### src/rtl/palette_ram_dp.sv
// ---------------------------------------------------------------------------
// palette_ram_dp
//   Dual-port palette memory. CPU writes are queued in a small FIFO and only
//   committed to the RAM while commit_en is high (e.g. during blanking). The
//   video side reads through an independent pipelined port. After reset the
//   block walks every index and writes zero before accepting commits.
//
// Ports
//   clk        single clock for all logic
//   reset      asynchronous, active-high reset
//   wr_valid   CPU offers a palette write
//   wr_ready   queue can accept (transfer on wr_valid & wr_ready)
//   wr_addr    palette index to write
//   wr_data    colour value to write
//   commit_en  commit window; queued writes reach the RAM only while high
//   rd_en      video read request
//   rd_addr    palette index to read
//   rd_data    read result (holds when rd_valid is low)
//   rd_valid   rd_en delayed by the read latency (1 + OUT_REG)
//   busy       clear sequence in progress
//   pending    number of queued, uncommitted writes
// ---------------------------------------------------------------------------
module palette_ram_dp #(
   parameter int ADDR_W  = 4,
   parameter int DATA_W  = 8,
   parameter int OUT_REG = 1,
   parameter int QDEPTH  = 2
) (
   input  logic                     clk,
   input  logic                     reset,
   input  logic                     wr_valid,
   output logic                     wr_ready,
   input  logic [ADDR_W-1:0]        wr_addr,
   input  logic [DATA_W-1:0]        wr_data,
   input  logic                     commit_en,
   input  logic                     rd_en,
   input  logic [ADDR_W-1:0]        rd_addr,
   output logic [DATA_W-1:0]        rd_data,
   output logic                     rd_valid,
   output logic                     busy,
   output logic [$clog2(QDEPTH):0]  pending
);

   localparam int DEPTH = 2**ADDR_W;
   localparam int PTR_W = $clog2(QDEPTH);
   localparam int CNT_W = PTR_W + 1;
   localparam logic [CNT_W-1:0] QFULL = CNT_W'(QDEPTH);

   typedef enum logic {S_CLEAR, S_IDLE} state_t;

   state_t              state;
   state_t              state_nxt;
   logic [ADDR_W-1:0]   clr_cnt;
   logic                rdy_en;

   logic [DATA_W-1:0]   mem    [DEPTH];
   logic [ADDR_W-1:0]   q_addr [QDEPTH];
   logic [DATA_W-1:0]   q_data [QDEPTH];
   logic [PTR_W-1:0]    wptr;
   logic [PTR_W-1:0]    rptr;
   logic [CNT_W-1:0]    count;

   logic                push;
   logic                pop;
   logic                ram_we;
   logic [ADDR_W-1:0]   ram_waddr;
   logic [DATA_W-1:0]   ram_wdata;

   logic                vld_p0;
   logic [DATA_W-1:0]   data_p0;

   // State register
   always_ff @(posedge clk or posedge reset) begin
      if (reset) state <= S_CLEAR;
      else       state <= state_nxt;
   end

   // Next state; CLEAR ends after the last index has been written
   always_comb begin
      state_nxt = state;
      busy      = 1'b0;
      case (state)
         S_CLEAR: begin
            busy = 1'b1;
            if (clr_cnt == '1) state_nxt = S_IDLE;
         end
         default: ;
      endcase
   end

   // rdy_en keeps wr_ready low while reset is held and until the first clock
   // after release. Readiness is based on the registered count only, so a pop
   // in the same cycle never lets a write into a full queue.
   assign wr_ready = rdy_en && (count < QFULL);
   assign push     = wr_valid && wr_ready;
   assign pop      = (state == S_IDLE) && commit_en && (count != '0);
   assign pending  = count;

   always_ff @(posedge clk or posedge reset) begin
      if (reset) begin
         clr_cnt <= '0;
         rdy_en  <= 1'b0;
         wptr    <= '0;
         rptr    <= '0;
         count   <= '0;
      end else begin
         rdy_en <= 1'b1;
         if (state == S_CLEAR) clr_cnt <= clr_cnt + 1'b1;
         if (push)             wptr    <= wptr + 1'b1;
         if (pop)              rptr    <= rptr + 1'b1;
         case ({push, pop})
            2'b10:   count <= count + 1'b1;
            2'b01:   count <= count - 1'b1;
            default: ;
         endcase
      end
   end

   always_ff @(posedge clk) begin
      if (push) begin
         q_addr[wptr] <= wr_addr;
         q_data[wptr] <= wr_data;
      end
   end

   // RAM write port: clear sweep has priority, commits only happen in IDLE
   always_comb begin
      ram_we    = 1'b0;
      ram_waddr = clr_cnt;
      ram_wdata = '0;
      if (state == S_CLEAR) begin
         ram_we = 1'b1;
      end else if (pop) begin
         ram_we    = 1'b1;
         ram_waddr = q_addr[rptr];
         ram_wdata = q_data[rptr];
      end
   end

   // Nonblocking update gives read-before-write on a same-cycle collision
   always_ff @(posedge clk) begin
      if (ram_we) mem[ram_waddr] <= ram_wdata;
   end

   // Stage p0: synchronous RAM read; reads issued during the clear return 0
   always_ff @(posedge clk or posedge reset) begin
      if (reset) vld_p0 <= 1'b0;
      else       vld_p0 <= rd_en;
   end

   generate
      if (OUT_REG != 0) begin : g_oreg
         logic vld_p1;

         always_ff @(posedge clk) begin
            if (rd_en) data_p0 <= busy ? '0 : mem[rd_addr];
         end

         // Stage p1: output register, holds when no read arrives
         always_ff @(posedge clk or posedge reset) begin
            if (reset) begin
               vld_p1  <= 1'b0;
               rd_data <= '0;
            end else begin
               vld_p1 <= vld_p0;
               if (vld_p0) rd_data <= data_p0;
            end
         end

         assign rd_valid = vld_p1;
      end else begin : g_noreg
         always_ff @(posedge clk or posedge reset) begin
            if (reset)      data_p0 <= '0;
            else if (rd_en) data_p0 <= busy ? '0 : mem[rd_addr];
         end

         assign rd_data  = data_p0;
         assign rd_valid = vld_p0;
      end
   endgenerate

endmodule

### config.mk
export PLATFORM = sky130hd
export DESIGN_NAME = palette_ram_dp
export DESIGN_NICKNAME = d
export VERILOG_FILES = /design/src/rtl/palette_ram_dp.sv
export SDC_FILE = /design/constraint.sdc
export NUM_CORES = 1
export LEC_CHECK = 0
export BUFFER_PORTS_ARGS = -buffer_cell sky130_fd_sc_hd__buf_2
export CAP_MARGIN = 10
export CORE_MARGIN = 5
export CORE_UTILIZATION = 35
export DETAILED_ROUTE_END_ITERATION = 10
export GPL_TIMING_DRIVEN = 0
export PLACE_DENSITY = 0.6
export SLEW_MARGIN = 5
export SYNTH_ARGS = -nofsm -noshare
export SYNTH_HDL_FRONTEND = slang
export SYNTH_SLANG_ARGS = --single-unit
### constraint.sdc
create_clock -name clk -period 2.2 [get_ports clk]
set_input_delay 0.11 -clock clk [delete_from_list [all_inputs] [get_ports clk]]
set_output_delay 0.11 -clock clk [all_outputs]
set_load 0.01 [all_outputs]
After elaboration in Yosys (flattened, before gate mapping)

Memory sizes are Yosys's and may differ from the RTL's. A register that Yosys moved wholly into a read port is not among the register bits.
Index checks and enable logic that the tools add are counted.

Muxes and demuxes: 14
Reduce and logical (&&, ||, !) cells: 7
Equal/unequal tests: 3
$add $sub $neg: 5
Magnitude comparators: 1

Operators with widths:

| operator                                                              | number |
|---|---|
| 8-bit 2-to-1 mux                                                      | 2 |
| 1-bit 2-to-1 mux                                                      | 9 |
| 4-bit 2-to-1 mux                                                      | 2 |
| 4-bit by 1-bit adder with 4-bit output, second input constant         | 1 |
| 4-bit equality test, second input constant                            | 1 |
| 1-bit logical AND                                                     | 4 |
| 2-bit one-hot mux with 2 select lines                                 | 1 |
| 2-bit nonzero test                                                    | 2 |
| 1-bit adder, second input constant                                    | 2 |
| 2-bit by 1-bit adder with 2-bit output, second input constant         | 1 |
| 2-bit by 1-bit equality test with 1-bit output, second input constant | 1 |
| 2-bit equality test, second input constant                            | 1 |
| 2-bit less-than comparator, second input constant                     | 1 |
| 2-bit by 1-bit subtractor with 2-bit output, second input constant    | 1 |
| 1-bit zero test                                                       | 1 |

Input bits: 21
Bits in writable memories: 152
Flip-flop bits (word level): 20
Word-level logic and storage cells: 42
Output and inout bits: 13
Memories kept: 3

Memories:

| memory | words | width | read ports | clocked after Yosys merged registers in | write ports | line | text |
|---|---|---|---|---|---|---|---|
| mem    | 16    | 8     | 1          | 1                                       | 1           | 56   | `logic [DATA_W-1:0] mem [DEPTH];` |
| q_data | 2     | 8     | 1          | 0                                       | 1           | 58   | `logic [DATA_W-1:0] q_data [QDEPTH];` |
| q_addr | 2     | 4     | 1          | 0                                       | 1           | 57   | `logic [ADDR_W-1:0] q_addr [QDEPTH];` |

Longest topological paths before layout

Gate-level depths: netlist of run 1.

Depth in word-level cells: 6
Gate-level depth with buffers: 7
Gate-level depth less buffers: 6

Worst setup path before layout of run 1

OpenSTA, ideal clock, no wires.

Kind: register -> register
From: reg count[1], in the netlist pending[1]
To: mem mem[8][0] (enable)
Period minus slack after synthesis: 1.981 ns
Setup slack: 0.219 ns
Arrival: 1.611 ns
Cell stages (with the launch flop): 5
Data required time: 1.830 ns
Buffers on the path: 1
Library setup time: 0.370 ns
Cells stage by stage: dfrtp_1 o211ai_2 clkbuf_1 a21boi_0 nor2_1

Longest elaborated chain between the ends: 6
Elaborated cells on any way between the ends: 8
Classes of those cells: mux: 6; reduce/logical: 2

Ends and longest elaborated chain:

| item                                   | line | text |
|---|---|---|
| start, declared                        | 61   | `logic [CNT_W-1:0] count;` |
| start signal, assigned                 | 112  | `2'b10: count <= count + 1'b1;` |
| start signal, assigned                 | 113  | `2'b01: count <= count - 1'b1;` |
| 2-bit nonzero test (*)                 | 96   | `assign pop = (state == S_IDLE) && commit_en && (count != '0);` |
| 1-bit logical AND (*)                  | 96   |  |
| 1-bit 2-to-1 mux                       | 133  | `end else if (pop) begin` |
| 1-bit 2-to-1 mux                       | 131  | `if (state == S_CLEAR) begin` |
| 1-bit 2-to-1 mux                       | 142  | `if (ram_we) mem[ram_waddr] <= ram_wdata;` |
| 1-bit 2-to-1 mux (not written as such) | 142  |  |
| end, declared                          | 56   |  |

Mark *: on every way between the ends. The rest lies on a longest branch, timed or not.

Worst setup path in the final report of run 1

From: reg count[1], in the netlist pending[1]
To: mem mem[5][0] (enable)

The elaborated chain is that of the path after synthesis.

==> reports/summary.txt, run 1 <==
Die Span X = 152 um
Tot GR Track Use = 0.123
CTS sink count = 180
vias per cell = 4.82
maximum clock path buffer count = 2
routed wire length per instance = 18.5 um
Worst Min Path Start = rd_addr[3]
Layout Nets = 496
area growth from synthesis to layout = 21.0%
mean area per synthesized cell = 17.6 um2
Inserted Clock Buffers = 17
Crit path required time = 2.30 ns
post-synth cell types = 39
CP startpoint kind = flop
final setup fails = 0
DR iter-0 viols = 251
Skew-Pair Late Insertion Delay = 0.42 ns
max cap viols = 0
total die area = 23200 um2
syn_nets = 426
post-synthesis sequential area ratio = 0.748
CP Max Fanout = 9
routability cong. = 0.804
root buf cell = clkbuf_16
DRT Pass-1 Iters = 5
CP Launch Point = pending[1]$_DFFE_PP0P_
CTS tree = yes
worst-margin pin slew = 0.960 ns
multi-input logic area = 1820 um2
n_diodes = 0
CP endpoint kind = flop
# port buffers = 32
crit path DAT = 2.20 ns
Worst slew margin = 0.358
H-tree Lvls = 4
status = complete, no violations
Final Critical Period = 2.10 ns
first-pass GRT wire length = 21.7 mm
Tot Pwr = 0.00848 W
fmax = 0.476 GHz
flop-to-flop setup slack = 0.1 ns
vias in the first global route = 3768
Core ar. = 20100 um2
starting density of the core = 0.353
num rows = 52
synthesized area = 7090 um2
period utilization = 0.956
worst r2r src = pending[1]$_DFFE_PP0P_
Yosys reg bits = 180
I/O pins = 34
Worst Clk Skew = 0.00991 ns
gr ovfl total = 0
final-report max-slew violation count = 0
cells after synthesis = 403
fill count = 1763
worst hold path class = in2reg
peak supply drop = 0.611 mV
Final ANT Viol Nets = 0
initial antenna violation count = 0
dpl hpwl = 9.24 mm
Power per Cell Area = 989 nW/um2
Die Y-Extent = 152 um
DRC viols = 0
Yosys Warn Count = 0
largest net degree at the start of global routing = 21
Finished Core Util = 0.427
clk slew on worst S/H paths = 0.06 ns
final wirelength = 14.0 mm
type of the worst setup path = reg2reg
Sum Neg Setup Slack = 0 ns
Reg area = 5310 um2
vias post-DR = 3644
fraction of layout cells with a size suffix above 1 = 0.263
Pleak = 3.10 nW
final hold vios = 0
## power by group
group	leakage [nW]	total [W]	switching, W	internal [W]
Combinational	1.04	0.00129	0.000854	0.000438
Sequential	1.78	0.00424	0.0000845	0.00416
Clock	0.280	0.00295	0.00127	0.00168
Total	3.10	0.00848	0.00220	0.00628
## timing repair
| item | 4_1_cts | 5_1_grt |
|---|---|---|
| gates resized for setup | 38 | 10 |
| setup endpoints to repair | 206 | 173 |
| setup buffers | 0 | 4 |
| hold buffers | 15 | 0 |
| pin swaps | 1 | 6 |
| hold endpoints to repair | 46 | 0 |
## logic make-up (layout without fill, tap and decap cells)
logic type / count (synthesis) / count (layout) / synth area share
compound gates: 43 / 43 / 0.0445
xor+xnor: 8 / 8 / 0.00988
fa+ha+maj: 2 / 2 / 0.00353
buf+inv: 22 / 105 / 0.0206
flops: 180 / 180 / 0.748
mux: 76 / 76 / 0.129
other cells: 1 / 1 / 0.000529
simple gates: 71 / 71 / 0.0443
## path summary, 6_finish.rpt
kind	end	depth (start not counted)
max reg2reg	mem[5][0]$_DFFE_PP_	5
min reg2reg	rd_valid$_DFF_PP0_	0
min	data_p0[1]$_SDFFCE_PN0P_	4
min in group asynchronous	rd_data[6]$_DFFE_PP0P_	3
max	mem[5][0]$_DFFE_PP_	5
max in group asynchronous	pending[0]$_DFFE_PP0P_	3
## metal layers
layer  share of wire  up-vias  routed length [um]  global-route usage
li1                -     1711                   -                   -
met3           0.061       18                 849              0.0372
met4           0.019        0                 265              0.0347
met5               0        -                   0                   0
met2            0.49      114                6870               0.203
met1            0.43     1801                6010               0.160
## critical path, cell delays in order, from the launching register on
cell and delay, ns:
dfrtp_1 0.44, o211ai_4 0.33, inv_2 0.16, nor3b_1 0.31, a31oi_2 0.18, nor2_4 0.36
## state kept, by name (all words and copies together), names as in the netlist, 2 cells and up
register and cells:
clr_cnt 4, data_p0 8, mem 128, pending 2
q_addr 8, q_data 16, rd_data 8
## through the flow
step	setup WS, ns	instance area [um2]	instances	hold WS [ns]
3_3_place_gp	-0.277	7590	705	0.297
4_1_cts	0.00137	8450	752	0.328
2_1_floorplan	0.219	7090	403	0.0738
3_5_place_dp	-0.366	7590	705	0.301
5_1_grt	-0.0128	8580	756	0.360
6_report	0.0971	8580	756	0.352
## synth_stat cells, drive strengths merged
master   number  area share
clkbuf        5      0.0026
or3b          1      0.0012
mux2         10       0.016
inv           5      0.0026
and3          1     0.00088
a21oi         1     0.00070
nand2        15      0.0079
mux4         10       0.034
nor3          1     0.00070
a2bb2oi       2      0.0025
xor2          1      0.0012
nor2b         5      0.0044
o32a          1      0.0014
ha            2      0.0035
a22o          2      0.0025
o21ai         8      0.0056
a22oi        19       0.020
nor2         34       0.018
nand2b        4      0.0035
o211ai        1      0.0018
a31oi         2      0.0018
and2          1     0.00088
conb          1     0.00053
nor3b         1      0.0011
a32oi         2      0.0025
edfxtp      160        0.68
o2111ai       2      0.0025
xnor2         7      0.0086
mux2i        56       0.079
nand3         8      0.0056
buf          12       0.015
dfrtp        20       0.071
a21boi        1      0.0011
o31ai         2      0.0021
## final cells by class
type                       count  area share
buffer                        17      0.0150
clock buffer                  17      0.0496
clock inverter                15      0.0179
inverter                       5     0.00219
multi-input combinational    201       0.212
sequential                   180       0.618
tap                          270      0.0394
timing repair buffer          51      0.0455
## cells in the final DEF, fill, tap and decap left out, drive strengths merged, types with 4 or more instances in the layout
master	count
clkinv	5
dlygate4sd3	15
clkbuf	22
a22oi	19
mux2	10
mux2i	56
o21ai	8
nand2	15
nor2b	5
inv	11
nand3	8
nor2	34
edfxtp	160
nand2b	4
buf	48
mux4	10
xnor2	7
dfrtp	20
Power figures use the tool's default switching activity.
==> inputs of run 2 (changes only) <==
CELL_PAD_IN_SITES_DETAIL_PLACEMENT = 0   (was not set)
CELL_PAD_IN_SITES_GLOBAL_PLACEMENT = 1   (was not set)
PLACE_DENSITY = 0.66   (was 0.6)
==> run 2 against run 1 <==
The run now ends with setup timing left; non-clock buffer count is 1 higher; sequential power is essentially flat; final area decreased by 0.86%; clock power down 4%; clock skew decreased by 0.0013 ns; wire length grew 2.2%; critical path type unchanged; worst setup slack worse by 0.18 ns.
==> reports/summary.txt, run 2 (same netlist as run 1, synthesis figures left out) <==
status = finished with violations
failing checks = setup timing
Core ar. = 20100 um2
initial antenna violation count = 0
H-tree Lvls = 4
routability cong. = 0.750
clk slew on worst S/H paths = 0.06 ns
Final ANT Viol Nets = 0
maximum clock path buffer count = 2
Final Critical Period = 2.28 ns
Finished Core Util = 0.423
n_diodes = 0
CTS tree = yes
routed wire length per instance = 18.9 um
final setup fails = 12
Skew-Pair Late Insertion Delay = 0.43 ns
Int Pwr = 0.00625 W
vias per cell = 4.83
Comb power frac = 0.150
slowest stage cell, crit path = nor2_2
I/O pins = 34
crit path DAT = 2.34 ns
fmax = 0.439 GHz
worst hold path class = in2reg
max cap viols = 0
largest net degree at the start of global routing = 21
area growth from synthesis to layout = 19.9%
dpl hpwl = 9.51 mm
vias in the first global route = 3919
R2R cell count = 5
final wirelength = 14.3 mm
Inserted Clock Buffers = 17
Worst slew margin = 0.357
most frequent cells in the layout = edfxtp_1, mux2i_1, buf_2, dfrtp_1, a22oi_1
P_sw = 0.00209 W
RSZ-0062 raised after global routing = true
final-report max-slew violation count = 0
Top reg by flops = mem
vias post-DR = 3648
period utilization = 1.04
fraction of layout cells with a size suffix above 1 = 0.247
DRT Pass-1 Iters = 4
peak per-stage delay on the critical path = 0.53 ns
root buf cell = clkbuf_16
CP endpoint kind = flop
Power per Cell Area = 980 nW/um2
first-pass GRT wire length = 22.3 mm
final hold vios = 0
Die Span X = 152 um
Final WS setup = -0.0789 ns
total die area = 23200 um2
CP startpoint kind = flop
Tot GR Track Use = 0.128
DP Worst Slack = -0.356 ns
flop-to-flop setup slack = -0.08 ns
starting density of the core = 0.353
worst r2r src = rptr$_DFFE_PP0N_
Clk pwr share = 0.341
DR iter-0 viols = 260
CTS sink count = 180
switch share = 0.251
Pleak = 3.08 nW
top flop regs = mem x128, q_data x16
Worst Clk Skew = 0.00857 ns
WHS Path Cells = 4
peak supply drop = 0.602 mV
r2r endpoint = mem[0][1]$_DFFE_PP_
DRC viols = 0
most common cell after layout, fill and taps aside = edfxtp_1
type of the worst setup path = reg2reg
Layout Nets = 497
sequential power share = 0.509
CP Max Fanout = 10
worst path cell trace = buf_2 -> buf_6 -> mux2i_2 -> a32oi_1 -> nor2_2
Crit path required time = 2.26 ns
Worst Hold Path EP = data_p0[1]$_SDFFCE_PN0P_
Die Y-Extent = 152 um
num rows = 52
worst-margin pin slew = 0.961 ns
# port buffers = 32
max FFs per register = 128
Worst Min Path Start = rd_addr[3]
gr ovfl total = 0
==> run 2: final cells by class <==
cell class	instances	area, um2
Tap cell	270	338
Buffer	17	129
Multi-Input combinational cell	201	1770
Clock buffer	21	440
Clock inverter	10	108
Timing Repair Buffer	52	402
Sequential cell	180	5310
Fill cell	1763	11600
Inverter	5	18.8
==> run 2: power groups by stage <==
| stage | Sequential, W | Combinational [W] | Clock, W |
|---|---|---|---|
| 6_report | 0.00424 | 0.00125 | 0.00284 |
| 3_3_place_gp | 0.00430 | 0.00109 | 0 |
| 2_1_floorplan | 0.00431 | 0.000727 | 0 |
| 5_1_grt | 0.00426 | 0.00137 | 0.00307 |
| 3_5_place_dp | 0.00432 | 0.00113 | 0 |
| 4_1_cts | 0.00424 | 0.00121 | 0.00290 |
==> run 2: worst max path at each step <==
stage | slack [ns] | end | depth (start not counted) | start
2_1_floorplan | 0.22 | mem[8][0]$_DFFE_PP_ | 4 | pending[1]$_DFFE_PP0P_
3_3_place_gp | -0.31 | mem[12][5]$_DFFE_PP_ | 5 | rptr$_DFFE_PP0N_
3_5_place_dp | -0.36 | mem[12][5]$_DFFE_PP_ | 5 | rptr$_DFFE_PP0N_
4_1_cts | -0.23 | mem[1][1]$_DFFE_PP_ | 4 | pending[1]$_DFFE_PP0P_
5_1_grt | -0.18 | mem[1][5]$_DFFE_PP_ | 4 | pending[1]$_DFFE_PP0P_
6_report | -0.08 | mem[0][1]$_DFFE_PP_ | 5 | rptr$_DFFE_PP0N_
==> run 2: what timing repair did <==
item,in CTS,in global routing
gates resized for setup,24,15
endpoints found under the hold margin,46,0
hold buffers,15,0
pin swaps,0,5
endpoints found under the setup margin,208,129
buffers inserted,0,4
==> run 2: per-stage QoR <==
step | instances | power, W | TNS, ns | cell area, um2 | hold slack, ns
after floorplan | 403 | 0.00504 | 0 | 7090 | 0.0738
after global placement | 705 | 0.00539 | -26.80 | 7590 | 0.298
after detailed placement | 706 | 0.00545 | -33.12 | 7600 | 0.303
after CTS | 752 | 0.00836 | -8.11 | 8380 | 0.286
after global routing | 756 | 0.00871 | -5.60 | 8510 | 0.244
final | 756 | 0.00834 | -0.597 | 8510 | 0.216
==> run 2: critical path, delay by kind of cell (launching register included) <==
| kind | cells | cell delay (ns) |
|---|---|---|
| and+or+nand+nor | 1 | 0.53 |
| muxes | 1 | 0.39 |
| buffers and inverters | 2 | 0.35 |
| AOI/OAI and AO/OA | 1 | 0.33 |
| DFF | 1 | 0.32 |
==> run 2: layer usage <==
layer	track usage	vias up	routed length, um
met2	0.216	78	7290
li1	-	1709	-
met3	0.0440	11	662
met1	0.157	1850	6220
met4	0.0364	0	137
met5	0	-	0
==> inputs of run 3 (changes only) <==
CAP_MARGIN = not set   (was 10)
PLACE_DENSITY = not set   (was 0.66)
PLACE_DENSITY_LB_ADDON = 0.1   (was not set)
SKIP_CTS_REPAIR_TIMING = 1   (was not set)
==> run 3 against run 2 <==
The run still ends with setup timing left; fmax increased by 0.23%; wire length increased by 9.3%; global-route usage increased by 0.97 points; worst setup slack improved by 0.0052 ns; utilization increased by 0.47 points; clock skew about the same; sequential share of layout area decreased by 0.68 points; hold slack got worse by 0.20 ns; die area unchanged.
==> reports/summary.txt, run 3 (same netlist as run 1, synthesis figures left out) <==
status = finished with violations
failing checks = setup timing
final setup fails = 16
worst-margin pin slew = 1.02 ns
routability cong. = 0.761
RSZ-0062 raised after global routing = true
Tot GR Track Use = 0.138
max FFs per register = 128
clk slew on worst S/H paths = 0.06 ns
max cap viols = 0
vias in the first global route = 3708
I/O pins = 34
DP Worst Slack = -0.694 ns
Layout Cells excl Fill = 758
Top reg by flops = mem
type of the worst setup path = reg2reg
H-tree Lvls = 4
first-pass GRT wire length = 23.3 mm
vias per cell = 4.85
Final Critical Period = 2.27 ns
DRT Pass-1 Iters = 4
Final WS setup = -0.0737 ns
most used routing layer = met2
Pleak = 3.11 nW
Reg area = 5310 um2
area growth from synthesis to layout = 21.3%
Crit path required time = 2.26 ns
root buf cell = clkbuf_16
routed wire length per instance = 20.6 um
gr ovfl total = 0
Die Y-Extent = 152 um
initial antenna violation count = 0
num rows = 52
most common cell after layout, fill and taps aside = edfxtp_1
n_diodes = 0
Core ar. = 20100 um2
top flop regs = mem x128, q_data x16
Final ANT Viol Nets = 0
placed insts = 705
DR iter-0 viols = 311
CP endpoint kind = flop
period utilization = 1.03
Worst Clk Skew = 0.00821 ns
largest net degree at the start of global routing = 21
Global Route met3 Usage = 0.0284
final hold vios = 0
Finished Core Util = 0.428
CTS tree = yes
Inserted Clock Buffers = 17
Layout Nets = 498
WHS = 0.0152 ns
CP startpoint kind = flop
most frequent cells in the layout = edfxtp_1, mux2i_1, buf_2, dfrtp_1, a22oi_1
peak supply drop = 0.538 mV
Power per Cell Area = 1000 nW/um2
GR Util met1 = 0.176
starting density of the core = 0.353
fill count = 1792
maximum clock path buffer count = 2
worst hold path class = in2reg
Skew-Pair Late Insertion Delay = 0.43 ns
Worst slew margin = 0.318
fraction of layout cells with a size suffix above 1 = 0.264
fmax = 0.440 GHz
dpl hpwl = 10.1 mm
DRC viols = 0
total die area = 23200 um2
CTS sink count = 180
met2 GRT Util = 0.235
final-report max-slew violation count = 0
final wirelength = 15.6 mm
CP Max Fanout = 9
Die Span X = 152 um
multi-input logic area = 1820 um2
crit path DAT = 2.33 ns
# port buffers = 32
vias post-DR = 3674
==> run 3: area by class of cell <==
class | instances | area share
flip-flops and latches | 180 | 0.617
multi-input cells | 201 | 0.211
clock buffers | 17 | 0.0495
repair buffers | 53 | 0.0454
well taps | 270 | 0.0393
clock inverters | 15 | 0.0208
plain buffers | 17 | 0.0150
inverters | 5 | 0.00218
==> run 3: critical path, stage by stage (launching register included) <==
cell and delay, ns:
dfrtp_1 0.45, o211ai_4 0.32, inv_2 0.16, o32a_1 0.44
nor2_2 0.54
==> run 3: power breakdown <==
part / internal, W / total, W / switching (W)
registers: 0.00416 / 0.00424 / 0.0000835
clock network: 0.00179 / 0.00308 / 0.00129
logic: 0.000436 / 0.00129 / 0.000852
total: 0.00638 / 0.00861 / 0.00222
==> run 3: final timing paths <==
| path | slack, ns | endpoint | from | depth (start not counted) |
|---|---|---|---|---|
| setup / recovery | -0.07 | mem[1][0]$_DFFE_PP_ | pending[1]$_DFFE_PP0P_ | 4 |
| hold reg to reg | 0.38 | rd_valid$_DFF_PP0_ | vld_p0$_DFF_PP0_ | 0 |
| max in group asynchronous | 1.26 | rptr$_DFFE_PP0N_ | reset | 3 |
| min in group asynchronous | 0.40 | rd_data[2]$_DFFE_PP0P_ | reset | 3 |
| setup reg to reg | -0.07 | mem[1][0]$_DFFE_PP_ | pending[1]$_DFFE_PP0P_ | 4 |
| hold / removal | 0.02 | wptr$_DFFE_PP0P_ | wr_valid | 3 |
==> run 3: routing by layer <==
layer | vias up | part of all wire
li1 | 1716 | -
met1 | 1862 | 0.43
met2 | 80 | 0.51
met3 | 16 | 0.049
met4 | 0 | 0.014
met5 | - | 0
==> run 3: per-stage QoR <==
| step | setup TNS (ns) | area, um2 | power [W] |
|---|---|---|---|
| 2_1_floorplan | 0 | 7090 | 0.00504 |
| 4_1_cts | -65.80 | 8200 | 0.00853 |
| 3_5_place_dp | -62.79 | 7590 | 0.00546 |
| 6_report | -0.672 | 8600 | 0.00861 |
| 3_3_place_gp | -50.93 | 7590 | 0.00542 |
| 5_1_grt | -3.56 | 8600 | 0.00896 |
